### config.mk
export PLATFORM = sky130hd
export DESIGN_NAME = nasti_slice_flat
export DESIGN_NICKNAME = d
export VERILOG_FILES = /design/src/rtl/nasti_pkg.sv /design/src/rtl/nasti_channel.sv /design/src/rtl/nasti_slice_fifo.sv /design/src/rtl/nasti_slice.sv /design/src/flat_wrapper.sv
export SDC_FILE = /design/constraint.sdc
export NUM_CORES = 1
export LEC_CHECK = 0
export BUFFER_PORTS_ARGS = -buffer_cell sky130_fd_sc_hd__buf_2
export CORE_ASPECT_RATIO = 1.2
export CORE_MARGIN = 3
export CORE_UTILIZATION = 47
export CTS_CLUSTER_SIZE = 14
export DETAILED_ROUTE_END_ITERATION = 10
export PLACE_DENSITY = 0.82
export SETUP_SLACK_MARGIN = 0.3
export SLEW_MARGIN = 15
export SYNTH_ARGS = -nofsm -noshare
export SYNTH_HDL_FRONTEND = slang
export SYNTH_SLANG_ARGS = --single-unit
### constraint.sdc
create_clock -name clk -period 7.6 [get_ports clk]
set_input_delay 0.38 -clock clk [delete_from_list [all_inputs] [get_ports clk]]
set_output_delay 0.38 -clock clk [all_outputs]
set_load 0.02 [all_outputs]
### src/rtl/nasti_pkg.sv
// Shared NASTI field widths, payload-width helpers and encodings used by the slice.
package nasti_pkg;

  localparam int LEN_W    = 8;
  localparam int SIZE_W   = 3;
  localparam int BURST_W  = 2;
  localparam int LOCK_W   = 1;
  localparam int CACHE_W  = 4;
  localparam int PROT_W   = 3;
  localparam int QOS_W    = 4;
  localparam int REGION_W = 4;
  localparam int RESP_W   = 2;
  localparam int LAST_W   = 1;

  typedef enum logic [1:0] {
    BURST_FIXED = 2'd0,
    BURST_INCR  = 2'd1,
    BURST_WRAP  = 2'd2
  } burst_t;

  typedef enum logic [1:0] {
    RESP_OKAY   = 2'd0,
    RESP_EXOKAY = 2'd1,
    RESP_SLVERR = 2'd2,
    RESP_DECERR = 2'd3
  } resp_t;

  function automatic int aw_w(input int id_w, input int addr_w, input int user_w);
    return id_w + addr_w + LEN_W + SIZE_W + BURST_W + LOCK_W + CACHE_W + PROT_W
           + QOS_W + REGION_W + user_w;
  endfunction

  function automatic int ar_w(input int id_w, input int addr_w, input int user_w);
    return aw_w(id_w, addr_w, user_w);
  endfunction

  function automatic int w_w(input int data_w, input int user_w);
    return data_w + data_w / 8 + LAST_W + user_w;
  endfunction

  function automatic int b_w(input int id_w, input int user_w);
    return id_w + RESP_W + user_w;
  endfunction

  function automatic int r_w(input int id_w, input int data_w, input int user_w);
    return id_w + data_w + RESP_W + LAST_W + user_w;
  endfunction

endpackage

### src/rtl/nasti_channel.sv
// Bundled NASTI interface carrying N_PORT independent ports; each field is packed per port.
interface nasti_channel #(
  parameter int N_PORT     = 1,
  parameter int ID_WIDTH   = 1,
  parameter int ADDR_WIDTH = 8,
  parameter int DATA_WIDTH = 8,
  parameter int USER_WIDTH = 1
);
  import nasti_pkg::*;

  logic [N_PORT-1:0]                   aw_valid, aw_ready;
  logic [N_PORT-1:0][ID_WIDTH-1:0]     aw_id;
  logic [N_PORT-1:0][ADDR_WIDTH-1:0]   aw_addr;
  logic [N_PORT-1:0][LEN_W-1:0]        aw_len;
  logic [N_PORT-1:0][SIZE_W-1:0]       aw_size;
  logic [N_PORT-1:0][BURST_W-1:0]      aw_burst;
  logic [N_PORT-1:0][LOCK_W-1:0]       aw_lock;
  logic [N_PORT-1:0][CACHE_W-1:0]      aw_cache;
  logic [N_PORT-1:0][PROT_W-1:0]       aw_prot;
  logic [N_PORT-1:0][QOS_W-1:0]        aw_qos;
  logic [N_PORT-1:0][REGION_W-1:0]     aw_region;
  logic [N_PORT-1:0][USER_WIDTH-1:0]   aw_user;

  logic [N_PORT-1:0]                   w_valid, w_ready;
  logic [N_PORT-1:0][DATA_WIDTH-1:0]   w_data;
  logic [N_PORT-1:0][DATA_WIDTH/8-1:0] w_strb;
  logic [N_PORT-1:0]                   w_last;
  logic [N_PORT-1:0][USER_WIDTH-1:0]   w_user;

  logic [N_PORT-1:0]                   b_valid, b_ready;
  logic [N_PORT-1:0][ID_WIDTH-1:0]     b_id;
  logic [N_PORT-1:0][RESP_W-1:0]       b_resp;
  logic [N_PORT-1:0][USER_WIDTH-1:0]   b_user;

  logic [N_PORT-1:0]                   ar_valid, ar_ready;
  logic [N_PORT-1:0][ID_WIDTH-1:0]     ar_id;
  logic [N_PORT-1:0][ADDR_WIDTH-1:0]   ar_addr;
  logic [N_PORT-1:0][LEN_W-1:0]        ar_len;
  logic [N_PORT-1:0][SIZE_W-1:0]       ar_size;
  logic [N_PORT-1:0][BURST_W-1:0]      ar_burst;
  logic [N_PORT-1:0][LOCK_W-1:0]       ar_lock;
  logic [N_PORT-1:0][CACHE_W-1:0]      ar_cache;
  logic [N_PORT-1:0][PROT_W-1:0]       ar_prot;
  logic [N_PORT-1:0][QOS_W-1:0]        ar_qos;
  logic [N_PORT-1:0][REGION_W-1:0]     ar_region;
  logic [N_PORT-1:0][USER_WIDTH-1:0]   ar_user;

  logic [N_PORT-1:0]                   r_valid, r_ready;
  logic [N_PORT-1:0][ID_WIDTH-1:0]     r_id;
  logic [N_PORT-1:0][DATA_WIDTH-1:0]   r_data;
  logic [N_PORT-1:0][RESP_W-1:0]       r_resp;
  logic [N_PORT-1:0]                   r_last;
  logic [N_PORT-1:0][USER_WIDTH-1:0]   r_user;

  modport master (
    output aw_valid, aw_id, aw_addr, aw_len, aw_size, aw_burst, aw_lock, aw_cache,
           aw_prot, aw_qos, aw_region, aw_user,
    input  aw_ready,
    output w_valid, w_data, w_strb, w_last, w_user,
    input  w_ready,
    input  b_valid, b_id, b_resp, b_user,
    output b_ready,
    output ar_valid, ar_id, ar_addr, ar_len, ar_size, ar_burst, ar_lock, ar_cache,
           ar_prot, ar_qos, ar_region, ar_user,
    input  ar_ready,
    input  r_valid, r_id, r_data, r_resp, r_last, r_user,
    output r_ready
  );

  modport slave (
    input  aw_valid, aw_id, aw_addr, aw_len, aw_size, aw_burst, aw_lock, aw_cache,
           aw_prot, aw_qos, aw_region, aw_user,
    output aw_ready,
    input  w_valid, w_data, w_strb, w_last, w_user,
    output w_ready,
    output b_valid, b_id, b_resp, b_user,
    input  b_ready,
    input  ar_valid, ar_id, ar_addr, ar_len, ar_size, ar_burst, ar_lock, ar_cache,
           ar_prot, ar_qos, ar_region, ar_user,
    output ar_ready,
    output r_valid, r_id, r_data, r_resp, r_last, r_user,
    input  r_ready
  );

endinterface

### src/rtl/nasti_slice_fifo.sv
// Elastic valid/ready FIFO for one channel: 1-cycle latency, in_ready depends only on occupancy.
// DEPTH = 0 collapses to plain wires with no state.
module nasti_slice_fifo #(
  parameter int WIDTH = 1,
  parameter int DEPTH = 2
) (
  input  logic             clk,
  input  logic             rst,
  input  logic             in_valid,
  output logic             in_ready,
  input  logic [WIDTH-1:0] in_data,
  output logic             out_valid,
  input  logic             out_ready,
  output logic [WIDTH-1:0] out_data
);

  generate
    if (DEPTH == 0) begin : g_bypass
      logic unused_clk_rst;
      assign unused_clk_rst = clk ^ rst;
      assign out_valid      = in_valid;
      assign in_ready       = out_ready;
      assign out_data       = in_data;
    end else begin : g_fifo
      localparam int PW = (DEPTH > 1) ? $clog2(DEPTH) : 1;
      localparam int CW = $clog2(DEPTH + 1);
      localparam logic [CW-1:0] FULL = CW'(DEPTH);
      localparam logic [PW-1:0] LAST = PW'(DEPTH - 1);

      logic [WIDTH-1:0] mem [DEPTH];
      logic [PW-1:0]    wr_ptr, rd_ptr, wr_nxt, rd_nxt;
      logic [CW-1:0]    count;
      logic             push, pop;

      // Ready comes straight from the count register, so no out_ready -> in_ready path.
      assign in_ready  = (count != FULL);
      assign out_valid = (count != '0);
      assign push      = in_valid & in_ready;
      assign pop       = out_valid & out_ready;
      assign out_data  = mem[rd_ptr];

      // Explicit wrap so non-power-of-two depths work.
      assign wr_nxt = (wr_ptr == LAST) ? '0 : wr_ptr + PW'(1);
      assign rd_nxt = (rd_ptr == LAST) ? '0 : rd_ptr + PW'(1);

      always_ff @(posedge clk) begin
        if (push) mem[wr_ptr] <= in_data;
      end

      always_ff @(posedge clk or posedge rst) begin
        if (rst) begin
          wr_ptr <= '0;
          rd_ptr <= '0;
          count  <= '0;
        end else begin
          if (push) wr_ptr <= wr_nxt;
          if (pop)  rd_ptr <= rd_nxt;
          case ({push, pop})
            2'b10:   count <= count + CW'(1);
            2'b01:   count <= count - CW'(1);
            default: count <= count;
          endcase
        end
      end
    end
  endgenerate

endmodule

### src/rtl/nasti_slice.sv
// Multi-port NASTI register slice: an independent elastic FIFO on each of AW, W, B, AR, R per port.
// Forward channels flow s -> m, response channels m -> s; depth 0 on a channel means a wire bypass.
module nasti_slice
  import nasti_pkg::*;
#(
  parameter int N_PORT     = 1,
  parameter int ID_WIDTH   = 1,
  parameter int ADDR_WIDTH = 8,
  parameter int DATA_WIDTH = 8,
  parameter int USER_WIDTH = 1,
  parameter int AW_DEPTH   = 2,
  parameter int W_DEPTH    = 2,
  parameter int B_DEPTH    = 2,
  parameter int AR_DEPTH   = 2,
  parameter int R_DEPTH    = 2
) (
  input logic          clk,
  input logic          rst,
  nasti_channel.slave  s,
  nasti_channel.master m
);

  localparam int AW_W = aw_w(ID_WIDTH, ADDR_WIDTH, USER_WIDTH);
  localparam int W_W  = w_w(DATA_WIDTH, USER_WIDTH);
  localparam int B_W  = b_w(ID_WIDTH, USER_WIDTH);
  localparam int AR_W = ar_w(ID_WIDTH, ADDR_WIDTH, USER_WIDTH);
  localparam int R_W  = r_w(ID_WIDTH, DATA_WIDTH, USER_WIDTH);

  for (genvar p = 0; p < N_PORT; p++) begin : g_port
    logic [AW_W-1:0] aw_in, aw_out;
    logic [W_W-1:0]  w_in,  w_out;
    logic [B_W-1:0]  b_in,  b_out;
    logic [AR_W-1:0] ar_in, ar_out;
    logic [R_W-1:0]  r_in,  r_out;

    assign aw_in = {s.aw_id[p], s.aw_addr[p], s.aw_len[p], s.aw_size[p], s.aw_burst[p],
                    s.aw_lock[p], s.aw_cache[p], s.aw_prot[p], s.aw_qos[p],
                    s.aw_region[p], s.aw_user[p]};
    assign {m.aw_id[p], m.aw_addr[p], m.aw_len[p], m.aw_size[p], m.aw_burst[p],
            m.aw_lock[p], m.aw_cache[p], m.aw_prot[p], m.aw_qos[p],
            m.aw_region[p], m.aw_user[p]} = aw_out;

    assign w_in = {s.w_data[p], s.w_strb[p], s.w_last[p], s.w_user[p]};
    assign {m.w_data[p], m.w_strb[p], m.w_last[p], m.w_user[p]} = w_out;

    assign b_in = {m.b_id[p], m.b_resp[p], m.b_user[p]};
    assign {s.b_id[p], s.b_resp[p], s.b_user[p]} = b_out;

    assign ar_in = {s.ar_id[p], s.ar_addr[p], s.ar_len[p], s.ar_size[p], s.ar_burst[p],
                    s.ar_lock[p], s.ar_cache[p], s.ar_prot[p], s.ar_qos[p],
                    s.ar_region[p], s.ar_user[p]};
    assign {m.ar_id[p], m.ar_addr[p], m.ar_len[p], m.ar_size[p], m.ar_burst[p],
            m.ar_lock[p], m.ar_cache[p], m.ar_prot[p], m.ar_qos[p],
            m.ar_region[p], m.ar_user[p]} = ar_out;

    assign r_in = {m.r_id[p], m.r_data[p], m.r_resp[p], m.r_last[p], m.r_user[p]};
    assign {s.r_id[p], s.r_data[p], s.r_resp[p], s.r_last[p], s.r_user[p]} = r_out;

    nasti_slice_fifo #(.WIDTH(AW_W), .DEPTH(AW_DEPTH)) u_aw (
      .clk(clk), .rst(rst),
      .in_valid(s.aw_valid[p]), .in_ready(s.aw_ready[p]), .in_data(aw_in),
      .out_valid(m.aw_valid[p]), .out_ready(m.aw_ready[p]), .out_data(aw_out)
    );

    nasti_slice_fifo #(.WIDTH(W_W), .DEPTH(W_DEPTH)) u_w (
      .clk(clk), .rst(rst),
      .in_valid(s.w_valid[p]), .in_ready(s.w_ready[p]), .in_data(w_in),
      .out_valid(m.w_valid[p]), .out_ready(m.w_ready[p]), .out_data(w_out)
    );

    // Response channels run upstream: pushed from m, popped towards s.
    nasti_slice_fifo #(.WIDTH(B_W), .DEPTH(B_DEPTH)) u_b (
      .clk(clk), .rst(rst),
      .in_valid(m.b_valid[p]), .in_ready(m.b_ready[p]), .in_data(b_in),
      .out_valid(s.b_valid[p]), .out_ready(s.b_ready[p]), .out_data(b_out)
    );

    nasti_slice_fifo #(.WIDTH(AR_W), .DEPTH(AR_DEPTH)) u_ar (
      .clk(clk), .rst(rst),
      .in_valid(s.ar_valid[p]), .in_ready(s.ar_ready[p]), .in_data(ar_in),
      .out_valid(m.ar_valid[p]), .out_ready(m.ar_ready[p]), .out_data(ar_out)
    );

    nasti_slice_fifo #(.WIDTH(R_W), .DEPTH(R_DEPTH)) u_r (
      .clk(clk), .rst(rst),
      .in_valid(m.r_valid[p]), .in_ready(m.r_ready[p]), .in_data(r_in),
      .out_valid(s.r_valid[p]), .out_ready(s.r_ready[p]), .out_data(r_out)
    );
  end

endmodule

### src/flat_wrapper.sv
// flat-port wrapper written by rule: the top's interface ports become plain ports
module nasti_slice_flat import nasti_pkg::*;
#(
  parameter int N_PORT     = 1,
  parameter int ID_WIDTH   = 1,
  parameter int ADDR_WIDTH = 8,
  parameter int DATA_WIDTH = 8,
  parameter int USER_WIDTH = 1,
  parameter int AW_DEPTH   = 2,
  parameter int W_DEPTH    = 2,
  parameter int B_DEPTH    = 2,
  parameter int AR_DEPTH   = 2,
  parameter int R_DEPTH    = 2
)
  (clk, rst, s_aw_valid, s_aw_id, s_aw_addr, s_aw_len, s_aw_size, s_aw_burst, s_aw_lock, s_aw_cache, s_aw_prot, s_aw_qos, s_aw_region, s_aw_user, s_aw_ready, s_w_valid, s_w_data, s_w_strb, s_w_last, s_w_user, s_w_ready, s_b_valid, s_b_id, s_b_resp, s_b_user, s_b_ready, s_ar_valid, s_ar_id, s_ar_addr, s_ar_len, s_ar_size, s_ar_burst, s_ar_lock, s_ar_cache, s_ar_prot, s_ar_qos, s_ar_region, s_ar_user, s_ar_ready, s_r_valid, s_r_id, s_r_data, s_r_resp, s_r_last, s_r_user, s_r_ready, m_aw_valid, m_aw_id, m_aw_addr, m_aw_len, m_aw_size, m_aw_burst, m_aw_lock, m_aw_cache, m_aw_prot, m_aw_qos, m_aw_region, m_aw_user, m_aw_ready, m_w_valid, m_w_data, m_w_strb, m_w_last, m_w_user, m_w_ready, m_b_valid, m_b_id, m_b_resp, m_b_user, m_b_ready, m_ar_valid, m_ar_id, m_ar_addr, m_ar_len, m_ar_size, m_ar_burst, m_ar_lock, m_ar_cache, m_ar_prot, m_ar_qos, m_ar_region, m_ar_user, m_ar_ready, m_r_valid, m_r_id, m_r_data, m_r_resp, m_r_last, m_r_user, m_r_ready);
  nasti_channel #(.N_PORT(N_PORT), .ID_WIDTH(ID_WIDTH), .ADDR_WIDTH(ADDR_WIDTH), .DATA_WIDTH(DATA_WIDTH), .USER_WIDTH(USER_WIDTH)) s_i ();
  nasti_channel #(.N_PORT(N_PORT), .ID_WIDTH(ID_WIDTH), .ADDR_WIDTH(ADDR_WIDTH), .DATA_WIDTH(DATA_WIDTH), .USER_WIDTH(USER_WIDTH)) m_i ();
  input logic clk;
  input logic rst;
  input wire logic [$bits(s_i.aw_valid)-1:0] s_aw_valid;
  input wire logic [$bits(s_i.aw_id)-1:0] s_aw_id;
  input wire logic [$bits(s_i.aw_addr)-1:0] s_aw_addr;
  input wire logic [$bits(s_i.aw_len)-1:0] s_aw_len;
  input wire logic [$bits(s_i.aw_size)-1:0] s_aw_size;
  input wire logic [$bits(s_i.aw_burst)-1:0] s_aw_burst;
  input wire logic [$bits(s_i.aw_lock)-1:0] s_aw_lock;
  input wire logic [$bits(s_i.aw_cache)-1:0] s_aw_cache;
  input wire logic [$bits(s_i.aw_prot)-1:0] s_aw_prot;
  input wire logic [$bits(s_i.aw_qos)-1:0] s_aw_qos;
  input wire logic [$bits(s_i.aw_region)-1:0] s_aw_region;
  input wire logic [$bits(s_i.aw_user)-1:0] s_aw_user;
  output wire logic [$bits(s_i.aw_ready)-1:0] s_aw_ready;
  input wire logic [$bits(s_i.w_valid)-1:0] s_w_valid;
  input wire logic [$bits(s_i.w_data)-1:0] s_w_data;
  input wire logic [$bits(s_i.w_strb)-1:0] s_w_strb;
  input wire logic [$bits(s_i.w_last)-1:0] s_w_last;
  input wire logic [$bits(s_i.w_user)-1:0] s_w_user;
  output wire logic [$bits(s_i.w_ready)-1:0] s_w_ready;
  output wire logic [$bits(s_i.b_valid)-1:0] s_b_valid;
  output wire logic [$bits(s_i.b_id)-1:0] s_b_id;
  output wire logic [$bits(s_i.b_resp)-1:0] s_b_resp;
  output wire logic [$bits(s_i.b_user)-1:0] s_b_user;
  input wire logic [$bits(s_i.b_ready)-1:0] s_b_ready;
  input wire logic [$bits(s_i.ar_valid)-1:0] s_ar_valid;
  input wire logic [$bits(s_i.ar_id)-1:0] s_ar_id;
  input wire logic [$bits(s_i.ar_addr)-1:0] s_ar_addr;
  input wire logic [$bits(s_i.ar_len)-1:0] s_ar_len;
  input wire logic [$bits(s_i.ar_size)-1:0] s_ar_size;
  input wire logic [$bits(s_i.ar_burst)-1:0] s_ar_burst;
  input wire logic [$bits(s_i.ar_lock)-1:0] s_ar_lock;
  input wire logic [$bits(s_i.ar_cache)-1:0] s_ar_cache;
  input wire logic [$bits(s_i.ar_prot)-1:0] s_ar_prot;
  input wire logic [$bits(s_i.ar_qos)-1:0] s_ar_qos;
  input wire logic [$bits(s_i.ar_region)-1:0] s_ar_region;
  input wire logic [$bits(s_i.ar_user)-1:0] s_ar_user;
  output wire logic [$bits(s_i.ar_ready)-1:0] s_ar_ready;
  output wire logic [$bits(s_i.r_valid)-1:0] s_r_valid;
  output wire logic [$bits(s_i.r_id)-1:0] s_r_id;
  output wire logic [$bits(s_i.r_data)-1:0] s_r_data;
  output wire logic [$bits(s_i.r_resp)-1:0] s_r_resp;
  output wire logic [$bits(s_i.r_last)-1:0] s_r_last;
  output wire logic [$bits(s_i.r_user)-1:0] s_r_user;
  input wire logic [$bits(s_i.r_ready)-1:0] s_r_ready;
  output wire logic [$bits(m_i.aw_valid)-1:0] m_aw_valid;
  output wire logic [$bits(m_i.aw_id)-1:0] m_aw_id;
  output wire logic [$bits(m_i.aw_addr)-1:0] m_aw_addr;
  output wire logic [$bits(m_i.aw_len)-1:0] m_aw_len;
  output wire logic [$bits(m_i.aw_size)-1:0] m_aw_size;
  output wire logic [$bits(m_i.aw_burst)-1:0] m_aw_burst;
  output wire logic [$bits(m_i.aw_lock)-1:0] m_aw_lock;
  output wire logic [$bits(m_i.aw_cache)-1:0] m_aw_cache;
  output wire logic [$bits(m_i.aw_prot)-1:0] m_aw_prot;
  output wire logic [$bits(m_i.aw_qos)-1:0] m_aw_qos;
  output wire logic [$bits(m_i.aw_region)-1:0] m_aw_region;
  output wire logic [$bits(m_i.aw_user)-1:0] m_aw_user;
  input wire logic [$bits(m_i.aw_ready)-1:0] m_aw_ready;
  output wire logic [$bits(m_i.w_valid)-1:0] m_w_valid;
  output wire logic [$bits(m_i.w_data)-1:0] m_w_data;
  output wire logic [$bits(m_i.w_strb)-1:0] m_w_strb;
  output wire logic [$bits(m_i.w_last)-1:0] m_w_last;
  output wire logic [$bits(m_i.w_user)-1:0] m_w_user;
  input wire logic [$bits(m_i.w_ready)-1:0] m_w_ready;
  input wire logic [$bits(m_i.b_valid)-1:0] m_b_valid;
  input wire logic [$bits(m_i.b_id)-1:0] m_b_id;
  input wire logic [$bits(m_i.b_resp)-1:0] m_b_resp;
  input wire logic [$bits(m_i.b_user)-1:0] m_b_user;
  output wire logic [$bits(m_i.b_ready)-1:0] m_b_ready;
  output wire logic [$bits(m_i.ar_valid)-1:0] m_ar_valid;
  output wire logic [$bits(m_i.ar_id)-1:0] m_ar_id;
  output wire logic [$bits(m_i.ar_addr)-1:0] m_ar_addr;
  output wire logic [$bits(m_i.ar_len)-1:0] m_ar_len;
  output wire logic [$bits(m_i.ar_size)-1:0] m_ar_size;
  output wire logic [$bits(m_i.ar_burst)-1:0] m_ar_burst;
  output wire logic [$bits(m_i.ar_lock)-1:0] m_ar_lock;
  output wire logic [$bits(m_i.ar_cache)-1:0] m_ar_cache;
  output wire logic [$bits(m_i.ar_prot)-1:0] m_ar_prot;
  output wire logic [$bits(m_i.ar_qos)-1:0] m_ar_qos;
  output wire logic [$bits(m_i.ar_region)-1:0] m_ar_region;
  output wire logic [$bits(m_i.ar_user)-1:0] m_ar_user;
  input wire logic [$bits(m_i.ar_ready)-1:0] m_ar_ready;
  input wire logic [$bits(m_i.r_valid)-1:0] m_r_valid;
  input wire logic [$bits(m_i.r_id)-1:0] m_r_id;
  input wire logic [$bits(m_i.r_data)-1:0] m_r_data;
  input wire logic [$bits(m_i.r_resp)-1:0] m_r_resp;
  input wire logic [$bits(m_i.r_last)-1:0] m_r_last;
  input wire logic [$bits(m_i.r_user)-1:0] m_r_user;
  output wire logic [$bits(m_i.r_ready)-1:0] m_r_ready;
  assign s_i.aw_valid = s_aw_valid;
  assign s_i.aw_id = s_aw_id;
  assign s_i.aw_addr = s_aw_addr;
  assign s_i.aw_len = s_aw_len;
  assign s_i.aw_size = s_aw_size;
  assign s_i.aw_burst = s_aw_burst;
  assign s_i.aw_lock = s_aw_lock;
  assign s_i.aw_cache = s_aw_cache;
  assign s_i.aw_prot = s_aw_prot;
  assign s_i.aw_qos = s_aw_qos;
  assign s_i.aw_region = s_aw_region;
  assign s_i.aw_user = s_aw_user;
  assign s_aw_ready = s_i.aw_ready;
  assign s_i.w_valid = s_w_valid;
  assign s_i.w_data = s_w_data;
  assign s_i.w_strb = s_w_strb;
  assign s_i.w_last = s_w_last;
  assign s_i.w_user = s_w_user;
  assign s_w_ready = s_i.w_ready;
  assign s_b_valid = s_i.b_valid;
  assign s_b_id = s_i.b_id;
  assign s_b_resp = s_i.b_resp;
  assign s_b_user = s_i.b_user;
  assign s_i.b_ready = s_b_ready;
  assign s_i.ar_valid = s_ar_valid;
  assign s_i.ar_id = s_ar_id;
  assign s_i.ar_addr = s_ar_addr;
  assign s_i.ar_len = s_ar_len;
  assign s_i.ar_size = s_ar_size;
  assign s_i.ar_burst = s_ar_burst;
  assign s_i.ar_lock = s_ar_lock;
  assign s_i.ar_cache = s_ar_cache;
  assign s_i.ar_prot = s_ar_prot;
  assign s_i.ar_qos = s_ar_qos;
  assign s_i.ar_region = s_ar_region;
  assign s_i.ar_user = s_ar_user;
  assign s_ar_ready = s_i.ar_ready;
  assign s_r_valid = s_i.r_valid;
  assign s_r_id = s_i.r_id;
  assign s_r_data = s_i.r_data;
  assign s_r_resp = s_i.r_resp;
  assign s_r_last = s_i.r_last;
  assign s_r_user = s_i.r_user;
  assign s_i.r_ready = s_r_ready;
  assign m_aw_valid = m_i.aw_valid;
  assign m_aw_id = m_i.aw_id;
  assign m_aw_addr = m_i.aw_addr;
  assign m_aw_len = m_i.aw_len;
  assign m_aw_size = m_i.aw_size;
  assign m_aw_burst = m_i.aw_burst;
  assign m_aw_lock = m_i.aw_lock;
  assign m_aw_cache = m_i.aw_cache;
  assign m_aw_prot = m_i.aw_prot;
  assign m_aw_qos = m_i.aw_qos;
  assign m_aw_region = m_i.aw_region;
  assign m_aw_user = m_i.aw_user;
  assign m_i.aw_ready = m_aw_ready;
  assign m_w_valid = m_i.w_valid;
  assign m_w_data = m_i.w_data;
  assign m_w_strb = m_i.w_strb;
  assign m_w_last = m_i.w_last;
  assign m_w_user = m_i.w_user;
  assign m_i.w_ready = m_w_ready;
  assign m_i.b_valid = m_b_valid;
  assign m_i.b_id = m_b_id;
  assign m_i.b_resp = m_b_resp;
  assign m_i.b_user = m_b_user;
  assign m_b_ready = m_i.b_ready;
  assign m_ar_valid = m_i.ar_valid;
  assign m_ar_id = m_i.ar_id;
  assign m_ar_addr = m_i.ar_addr;
  assign m_ar_len = m_i.ar_len;
  assign m_ar_size = m_i.ar_size;
  assign m_ar_burst = m_i.ar_burst;
  assign m_ar_lock = m_i.ar_lock;
  assign m_ar_cache = m_i.ar_cache;
  assign m_ar_prot = m_i.ar_prot;
  assign m_ar_qos = m_i.ar_qos;
  assign m_ar_region = m_i.ar_region;
  assign m_ar_user = m_i.ar_user;
  assign m_i.ar_ready = m_ar_ready;
  assign m_i.r_valid = m_r_valid;
  assign m_i.r_id = m_r_id;
  assign m_i.r_data = m_r_data;
  assign m_i.r_resp = m_r_resp;
  assign m_i.r_last = m_r_last;
  assign m_i.r_user = m_r_user;
  assign m_r_ready = m_i.r_ready;
  nasti_slice #(.N_PORT(N_PORT), .ID_WIDTH(ID_WIDTH), .ADDR_WIDTH(ADDR_WIDTH), .DATA_WIDTH(DATA_WIDTH), .USER_WIDTH(USER_WIDTH), .AW_DEPTH(AW_DEPTH), .W_DEPTH(W_DEPTH), .B_DEPTH(B_DEPTH), .AR_DEPTH(AR_DEPTH), .R_DEPTH(R_DEPTH)) u_core (.clk(clk), .rst(rst), .s(s_i), .m(m_i));
endmodule
After elaboration in Yosys (flattened, before gate mapping)

Memory sizes are Yosys's and may differ from the RTL's.
Cells that the tools add are included.

Register bits after elaboration: 20
Memory bits (writable): 212
Input bits: 118
Output and inout port bits: 116
Logic and storage cells: 100
Memories: 5

$add $sub $neg: 20
Equality and inequality tests: 15
Mux-type cells: 25
Bitwise gates (word level): 10
Reduce and logical (&&, ||, !) cells: 10

Memories:

| memory                           | depth | width | read ports | clocked after Yosys merged registers in | wr ports | line                   | RTL |
|---|---|---|---|---|---|---|---|
| u_core.g_port[0].u_ar.g_fifo.mem | 2     | 39    | 1          | 0                                       | 1        | nasti_slice_fifo.sv:30 | `logic [WIDTH-1:0] mem [DEPTH];` |
| u_core.g_port[0].u_aw.g_fifo.mem | 2     | 39    | 1          | 0                                       | 1        | nasti_slice_fifo.sv:30 |  |
| u_core.g_port[0].u_r.g_fifo.mem  | 2     | 13    | 1          | 0                                       | 1        | nasti_slice_fifo.sv:30 |  |
| u_core.g_port[0].u_w.g_fifo.mem  | 2     | 11    | 1          | 0                                       | 1        | nasti_slice_fifo.sv:30 |  |
| u_core.g_port[0].u_b.g_fifo.mem  | 2     | 4     | 1          | 0                                       | 1        | nasti_slice_fifo.sv:30 |  |

Operators by type and width:

| operator              | number |
|---|---|
| $mux W1               | 20 |
| $pmux W2 S2           | 5 |
| $reduce_bool A2 Y1    | 10 |
| $add A1 B1 Y1 const B | 10 |
| $add A2 B1 Y2 const B | 5 |
| $and A1 B1 Y1         | 10 |
| $eq A2 B1 Y1 const B  | 5 |
| $eq A2 B2 Y1 const B  | 5 |
| $ne A2 B2 Y1 const B  | 5 |
| $sub A2 B1 Y2 const B | 5 |

Logic depth before layout (Yosys ltp)

Gate-level depths: netlist (run 1).

Word-level depth: 4
Depth in mapped cells: 6
Gate-level depth less buffers: 6

Cells and area by module

A second synthesis (run 1) with hierarchy kept.

Cell total of the unflattened synthesis: 418
Area total of the unflattened synthesis: 8,629.5 µm²

By module, submodules not included:

| module                                        | instances | cells each | area each (µm²) | seq. area each (µm²) |
|---|---|---|---|---|
| nasti_slice_fifo at u_core.g_port[0].u_ar ... | 2         | 139        | 3,010.4         | 2,442.3 |
| nasti_slice_fifo at u_core.g_port[0].u_r      | 1         | 58         | 1,133.6         | 880.8 |
| nasti_slice_fifo at u_core.g_port[0].u_w      | 1         | 52         | 991.0           | 760.7 |
| nasti_slice_fifo at u_core.g_port[0].u_b      | 1         | 30         | 484.2           | 340.3 |

Worst setup path after synthesis (run 1)

Ideal clock, no wire load.

Path type: reg2reg
From: register u_core.g_port[0].u_aw.g_fifo.count[0]
To: memory u_core.g_port[0].u_aw.g_fifo.mem[0][0] in the netlist's numbering, enable pin
Setup time: 0.435 ns
Arrival: 2.450 ns
Required time: 7.165 ns
Slack: 4.714 ns
Cell stages (with the launch flop): 4
Buffers on the path: 0
Period minus slack after synthesis: 2.886 ns
Cells stage by stage: dfrtp_1 > nand2b_1 > nand2_1 > nor2_1

Longest elaborated chain between the ends: 4

RTL lines:

| what                          | line                   | RTL |
|---|---|---|
| from (decl)                   | nasti_slice_fifo.sv:32 | `logic [CW-1:0] count;` |
| from (signal assigned)        | nasti_slice_fifo.sv:59 | `2'b10: count <= count + CW'(1);` |
| from (signal assigned)        | nasti_slice_fifo.sv:60 | `2'b01: count <= count - CW'(1);` |
| from (signal assigned)        | nasti_slice_fifo.sv:61 | `default: count <= count;` |
| $ne A2 B2 Y1                  | nasti_slice_fifo.sv:36 | `assign in_ready = (count != FULL);` |
| named net s_aw_ready          | flat_wrapper.sv:32     | `output wire logic [$bits(s_i.aw_ready)-1:0] s_aw_ready;` |
| $and A1 B1 Y1                 | nasti_slice_fifo.sv:38 | `assign push = in_valid & in_ready;` |
| $mux W1                       | nasti_slice_fifo.sv:47 | `if (push) mem[wr_ptr] <= in_data;` |
| $mux W1 (implied by the code) | nasti_slice_fifo.sv:47 |  |
| to (decl)                     | nasti_slice_fifo.sv:30 |  |

The timed path passes the listed nets, and every way through them passes these cells.

Worst setup path in the final report (run 1)

From: register u_core.g_port[0].u_ar.g_fifo.rd_ptr
To: output m_ar_addr[2]

Longest elaborated chain between the ends: 1

RTL lines:

| what                   | line                   | RTL |
|---|---|---|
| from (decl)            | nasti_slice_fifo.sv:31 | `logic [PW-1:0] wr_ptr, rd_ptr, wr_nxt, rd_nxt;` |
| from (signal assigned) | nasti_slice_fifo.sv:57 | `if (pop) rd_ptr <= rd_nxt;` |
| $mem_v2 Z2 W39         | --                     |  |
| to (decl)              | flat_wrapper.sv:90     | `output wire logic [$bits(m_i.ar_addr)-1:0] m_ar_addr;` |

No other way between the ends.

==> metrics.txt, run 1 <==
total of endpoints with negative setup slack in the final report 0; routed via count 4497; class of the most critical setup path flop to output pin; kind of start point of the critical path flop; type of element capturing the critical path output pin; Rel. slew slack 37.4%; accumulated negative setup slack 0 ps; Port Buffer Count 233; top area cells in the synthesized netlist edfxtp_1, mux2_2, dfrtp_1; warning count from the yosys run 0; critical path cell sequence buf_4 -> mux2_2 -> buf_2; DR DRC count 0; hold violation count in the final report 0; count of buffering cells on the critical path with inverters included 2; setup repair after global routing missed its margin false; root buffer cell clkbuf_16; number of standard cells after synthesis 414; setup slack of the critical path after layout 5340 ps; outcome complete, no violations; Clock Skews just under 7 ps; per-cell via count in the routed design around 5; number of buffers added by the clock tree synthesis step 22; post-layout utilization of the core around three fifths; mean cell area of the mapped netlist 20.8 um2; count of maximum capacitance violations 0; maximum number of buffers from clock root to sink 3; antenna violations before repair 3; Overall Global Routing Usage between 15 and 20%; Core Box Area between 15000 and 20000 um2; drt total wl 16500 um; antenna-violating nets left 0; height of the die 154 um; chip width 130 um; slew at the pin closest to its max-slew limit 939 ps; worst path required time 7220 ps; count of different cell masters after synthesis 14; share of the cycle needed by the critical path after routing 29.8%; dominant delay contributor by cell family on the critical path buffers and inverters; Yosys reg bits 232; number of global-route vias before repair 4862; quantity of hold-fixing buffers added after cts 0; worst IR drop on VDD 248 uV; biggest area consumer among synthesized cells edfxtp_1; syn nets 537; leakage power total 4.13 nW; total number of H-tree levels 1; placement-stage worst setup slack 5550 ps; share of final-layout standard cells stronger than drive strength 1 56.2%; stage delay of the slowest cell on the critical path between 400 and 500 ps; standard-cell rows 53; count of routing violations after the opening detailed-route iteration between 200 and 300; fraction of the yosys area taken by sequential cells 79.7%; clk sink count 232; Layout Nets 789; TritonCTS clock tree done; Die ar. between 15000 and 20000 um2; # resized after CTS 0; area of the mapped netlist 8610 um2; power density over the cells 411 nW/um2; HP Class input pin to async pin; average wire length per cell after detail routing about 18 um; time the final worst path needs with I/O delays and setup around 2300 ps; global-route wire length before repair 24900 um; max-slew violation count 0; clk_lat worst skew between 400 and 500 ps; WP data arrival between 1500 and 2000 ps; Clock Pin Slew Worst Setup and Hold Paths 60 ps; Routability Congestion 0.773; number of optimization iterations in the first detailed-route pass 4; maximum frequency from static timing analysis 0.442 GHz; Max FO, Critical Path 39; remaining global-route overflow 0; Post-CTS Setup Bufs 0; starting density of the core 48.5%; signed area change from the synthesized netlist to the final layout 25.0%; pin count of the biggest net entering global routing about 40; count of boundary I/O pins 234; cell type of the slowest stage on the worst timing path buf_4; post-DP HPWL 11600 um; top cell type's share of synthesized area 73.9%
==> cells by family (layout without fill, tap and decap cells) <==
| group | after synthesis | in the layout | share of synthesized area (%) |
|---|---|---|---|
| XOR/XNOR | 25 | 25 | 2.54 |
| adder cells (fa/ha/maj) | 5 | 5 | 0.726 |
| buffers and inverters | 11 | 279 | 0.915 |
| flip-flops | 232 | 232 | 79.7 |
| multiplexers | 106 | 106 | 13.9 |
| other | 0 | 1 | 0 |
| AND/OR/NAND/NOR | 35 | 35 | 2.25 |
==> layout by cell type, fill, tap and decap left out <==
cell type	Yosys	final
buf_2	0	233
edfxtp_1	212	212
mux2_2	106	106
clkbuf_16	0	23
dfrtp_1	20	20
xnor2_1	15	15
xor2_1	10	10
nor2_1	10	7
clkbuf_1	0	7
or2_1	5	5
and2_4	5	5
nand2b_1	5	5
nand2_1	5	5
ha_1	5	5
and3_1	5	4
clkinv_2	0	3
clkinv_1	0	3
buf_4	10	3
nor2_4	0	2
clkbuf_8	0	2
diode_2	0	1
and3_2	0	1
nor2_2	0	1
inv_1	1	1
bufinv_16	0	1
clkinvlp_4	0	1
buf_16	0	1
buf_12	0	1
==> final cells by class <==
| type | instances | area, um2 |
|---|---|---|
| fill | 1302 | 7010 |
| sequential | 232 | 6870 |
| clock inverter | 8 | 63.8 |
| timing repair buffer | 238 | 1240 |
| antenna | 1 | 2.50 |
| inverter | 1 | 3.75 |
| clock buffer | 32 | 629 |
| tap | 220 | 275 |
| multi-input combinational | 171 | 1690 |
==> flip-flops by register name (all words and copies together), names as in the netlist <==
signal,flops
u_core.g_port.u_r.g_fifo.count,2
u_core.g_port.u_aw.g_fifo.mem,78
u_core.g_port.u_ar.g_fifo.count,2
u_core.g_port.u_b.g_fifo.wr_ptr,1
u_core.g_port.u_ar.g_fifo.mem,78
u_core.g_port.u_b.g_fifo.mem,8
u_core.g_port.u_w.g_fifo.mem,22
u_core.g_port.u_aw.g_fifo.count,2
u_core.g_port.u_r.g_fifo.wr_ptr,1
u_core.g_port.u_w.g_fifo.count,2
u_core.g_port.u_w.g_fifo.wr_ptr,1
u_core.g_port.u_b.g_fifo.rd_ptr,1
u_core.g_port.u_aw.g_fifo.rd_ptr,1
u_core.g_port.u_r.g_fifo.rd_ptr,1
u_core.g_port.u_w.g_fifo.rd_ptr,1
u_core.g_port.u_b.g_fifo.count,2
u_core.g_port.u_ar.g_fifo.rd_ptr,1
u_core.g_port.u_r.g_fifo.mem,26
u_core.g_port.u_ar.g_fifo.wr_ptr,1
u_core.g_port.u_aw.g_fifo.wr_ptr,1
==> per-stage QoR <==
| step | total power [mW] | cells | cell area (um2) | hold WS, ps |
|---|---|---|---|---|
| after CTS | 4.47 | 900 | 10700 | 59.5 |
| final | 4.42 | 903 | 10800 | 51.1 |
| after detailed placement | 3.42 | 860 | 10000 | 463 |
| after floorplan | 2.95 | 414 | 8610 | 344 |
| after global placement | 3.35 | 860 | 10000 | 457 |
| after global routing | 4.64 | 903 | 10800 | 58.1 |
==> where the power goes <==
part           leakage (nW)  internal, mW  switching, mW
sequential             2.20          1.76          0.132
clock                 0.337         0.608          0.424
combinational          1.59         0.606          0.889
==> metal layers <==
metal	GRT usage, %	share of wire, %	vias up
li1	-	-	2098
met2	29.5	55	151
met1	17.3	36	2213
met4	5.30	2.6	4
met5	0	0.19	-
met3	4.08	6.7	31
==> path summary, 6_finish.rpt <==
check | cells after the start | slack, ps | endpoint | from
setup / recovery | 3 | 5340 | m_ar_addr[2] | u_core.g_port[0].u_ar.g_fifo.rd_ptr$_DFFE_PP0P_
hold reg to reg | 1 | 460 | u_core.g_port[0].u_ar.g_fifo.rd_ptr$_DFFE_PP0P_ | u_core.g_port[0].u_ar.g_fifo.rd_ptr$_DFFE_PP0P_
setup reg to reg | 2 | 5790 | u_core.g_port[0].u_ar.g_fifo.mem[1][30]$_DFFE_PP_ | u_core.g_port[0].u_ar.g_fifo.count[0]$_DFFE_PP0P_
hold / removal | 2 | 50 | u_core.g_port[0].u_aw.g_fifo.rd_ptr$_DFFE_PP0P_ | rst
max in group asynchronous | 2 | 7040 | u_core.g_port[0].u_ar.g_fifo.rd_ptr$_DFFE_PP0P_ | rst
min in group clk | 1 | 80 | u_core.g_port[0].u_aw.g_fifo.mem[0][24]$_DFFE_PP_ | s_aw_len[2]
==> cells in the mapped netlist <==
| master | n |
|---|---|
| edfxtp_1 | 212 |
| mux2_2 | 106 |
| dfrtp_1 | 20 |
| xnor2_1 | 15 |
| buf_4 | 10 |
| nor2_1 | 10 |
| xor2_1 | 10 |
| and2_4 | 5 |
| and3_1 | 5 |
| ha_1 | 5 |
| nand2_1 | 5 |
| nand2b_1 | 5 |
| or2_1 | 5 |
| inv_1 | 1 |
Note: power is estimated with default switching activity, not from simulation.
==> inputs of run 2 (changes only) <==
- clock period: 7.6 -> 2.1 ns (I/O delays scaled with it)
==> run 2 against run 1 <==
Effect of this change:
- die area is the same
- register-to-register slack lost 5300 ps
- core utilization grew 7.4 points
- sequential cell count is the same
- critical path depth is the same
- clock power grew to 3.7 times the previous value
- total power grew to 3.8 times the previous value
- via count grew 13%
- global-route usage grew 3.0 points
- first-iteration DRC count shrank 13%
- hold slack gained 150 ps
- largest cell class unchanged
- largest power group unchanged
- highest routed layer is now met4
==> metrics.txt, run 2 (synthesis gave the netlist of run 1 again) <==
area used by multi-input combinational logic 1690 um2 (+0.22%); starting density of the core 48.5% (unchanged); Port Buffer Count 233 (unchanged); routed via count 5091 (+13%); clk_lat worst skew 500 ps (+20 ps); Clock Pin Slew Worst Setup and Hold Paths 60 ps (about the same); antenna violations before repair 1 (-2); placed standard-cell area 10100 um2 (+1.2%); Die ar. 20000 um2 (unchanged); HP Class input pin to async pin; count of routing violations after the opening detailed-route iteration 259 (-13%); leading registers by flop count u_core.g_port.u_ar.g_fifo.mem: 78 flops, u_core.g_port.u_aw.g_fifo.mem: 78 flops, u_core.g_port.u_r.g_fifo.mem: 26 flops; filler-free cell count of the finished design 1029 (+14%); highest-count cells in the layout ignoring fill and taps buf_2, edfxtp_1, dlygate4sd3_1; drt total wl 19500 um (+18%); outcome complete, no violations; Clock Skews 18.3 ps (+11.5 ps); remaining global-route overflow 0 (unchanged); number of optimization iterations in the first detailed-route pass 4 (unchanged); Rel. slew slack 58.2% (+21 points); WP data arrival 1660 ps (-220 ps); M1 wire length 7070 um (+20%); most frequent standard cell in the layout excluding fill and tap cells buf_2; maximum frequency from static timing analysis between 0.5 and 0.6 GHz; chip width 130 um (unchanged); count of maximum capacitance violations 0 (unchanged); class of the most critical setup path flop to output pin; total of endpoints with negative setup slack in the final report 0 (unchanged); power density over the cells 1380 nW/um2 (+240%); Max FO, Critical Path 8 (-79%); fillcell total 1121 (-14%); clk sink count 232 (unchanged); leakage power total 4.68 nW (+13%); time the final worst path needs with I/O delays and setup 1770 ps; number of global-route vias before repair 5638 (+16%); TritonCTS clock tree done; Pwr Total 16.6 mW (+280%); DR DRC count 0 (unchanged); number of buffers added by the clock tree synthesis step 23 (+4.5%); count of boundary I/O pins 234 (unchanged); dominant delay contributor by cell family on the critical path flip-flops; met2 wire length 10800 um (+19%); per-cell via count in the routed design 4.95 (-0.65%); hold violation count in the final report 0 (unchanged); Core Box Area 17800 um2 (unchanged); setup repair after global routing missed its margin true; total number of H-tree levels 1 (unchanged); slew at the pin closest to its max-slew limit 627 ps (-312 ps); highest routing layer actually used met4; post-layout utilization of the core 68.0% (+7.4 points); kind of start point of the critical path flop; sequential cell area in the final layout 6870 um2 (+0.11%); worst IR drop on VDD 920 uV (+270%); share of final-layout standard cells stronger than drive strength 1 49.1% (-7.0 points); global-route wire length before repair 29600 um (+19%); average wire length per cell after detail routing 18.9 um (+3.3%); maximum number of buffers from clock root to sink 3 (unchanged); share of the cycle needed by the critical path after routing 84.3%; standard-cell rows 53 (unchanged); post-DP HPWL 11800 um (+1.8%); pin count of the biggest net entering global routing 40 (-2.4%); post-route standard cell area excluding fillers 12100 um2 (+12%); type of element capturing the critical path output pin; stage delay of the slowest cell on the critical path 490 ps (+50 ps); height of the die 154 um (unchanged); worst path required time 2000 ps (-5220 ps); cell type of the slowest stage on the worst timing path dfrtp_4; total placed cells including tap cells 867 (+0.81%); max-slew violation count 0 (unchanged); critical path cell sequence buf_6 -> mux2_2 -> buf_2; Routability Congestion 0.772 (-0.13%); Overall Global Routing Usage 18.9% (+3.0 points); antenna-violating nets left 0 (unchanged); Layout Nets 916 (+16%); accumulated negative setup slack 0 ps (unchanged); signed area change from the synthesized netlist to the final layout 40.3%; root buffer cell clkbuf_16; Detail Route met3 WL 1010 um (-8.9%); count of buffering cells on the critical path with inverters included 2 (unchanged)
run 2: cell types whose count changed in the layout (fill, tap and decap cells not counted), moves of 3 or more:
cell,change
dfrtp_1,-4
buf_4,+3
dfrtp_2,+3
dlygate4sd3_1,+117
buf_12,+6
run 2: power by group:
part | total [mW] | leakage, nW | switching (mW) | internal [mW]
clock | 3.86 | 0.344 | 1.60 | 2.26
combinational | 5.84 | 2.14 | 3.31 | 2.54
sequential | 6.95 | 2.20 | 0.562 | 6.38
run 2: per-layer routing:
layer | vias to the layer above | global-route usage [%]
li1 | 2348 | -
met1 | 2515 | 20.9
met2 | 186 | 35.7
met3 | 42 | 3.42
met4 | 0 | 6.68
met5 | - | 0
run 2: cell type report:
cell class / count / area share [%]
repair buffers: 364 / 21.0
inverters: 1 / 0.0311
flip-flops and latches: 232 / 56.9
clock buffers: 29 / 4.95
multi-input cells: 171 / 14.0
well taps: 220 / 2.28
diodes: 1 / 0.0207
clock inverters: 11 / 0.880
run 2: metrics by stage:
stage / worst slack, ps / hold WS (ps)
final: 330 / 199
after global routing: 254 / 240
after CTS: 291 / 171
after detailed placement: 438 / 170
after global placement: 507 / 162
after floorplan: 340 / 68.8
run 2: worst paths after layout:
check | startpoint | to | slack, ps | depth (start not counted)
setup / recovery | u_core.g_port[0].u_ar.g_fifo.rd_ptr$_DFFE_PP0P_ | m_ar_region[2] | 330 | 3
setup reg to reg | u_core.g_port[0].u_r.g_fifo.count[0]$_DFFE_PP0P_ | u_core.g_port[0].u_r.g_fifo.mem[1][2]$_DFFE_PP_ | 520 | 2
min in group clk | s_aw_qos[1] | u_core.g_port[0].u_aw.g_fifo.mem[0][6]$_DFFE_PP_ | 330 | 2
hold / removal | rst | u_core.g_port[0].u_b.g_fifo.wr_ptr$_DFFE_PP0P_ | 200 | 3
max in group asynchronous | rst | u_core.g_port[0].u_r.g_fifo.rd_ptr$_DFFE_PP0P_ | 1340 | 4
hold reg to reg | u_core.g_port[0].u_w.g_fifo.count[1]$_DFFE_PP0P_ | u_core.g_port[0].u_w.g_fifo.count[1]$_DFFE_PP0P_ | 490 | 1
run 2: worst register-to-register path, delay by kind of cell (launching register included):
family           cells  cell delay [ps]
and+or+nand+nor      2              780
DFF                  1              420
run 2: timing repair:
item,4_1_cts,5_1_grt
resized for setup,7,3
gates cloned,0,0
endpoints found under the hold margin,234,0
hold buffers,117,0
setup buffers,4,0
endpoints found under the setup margin,102,46
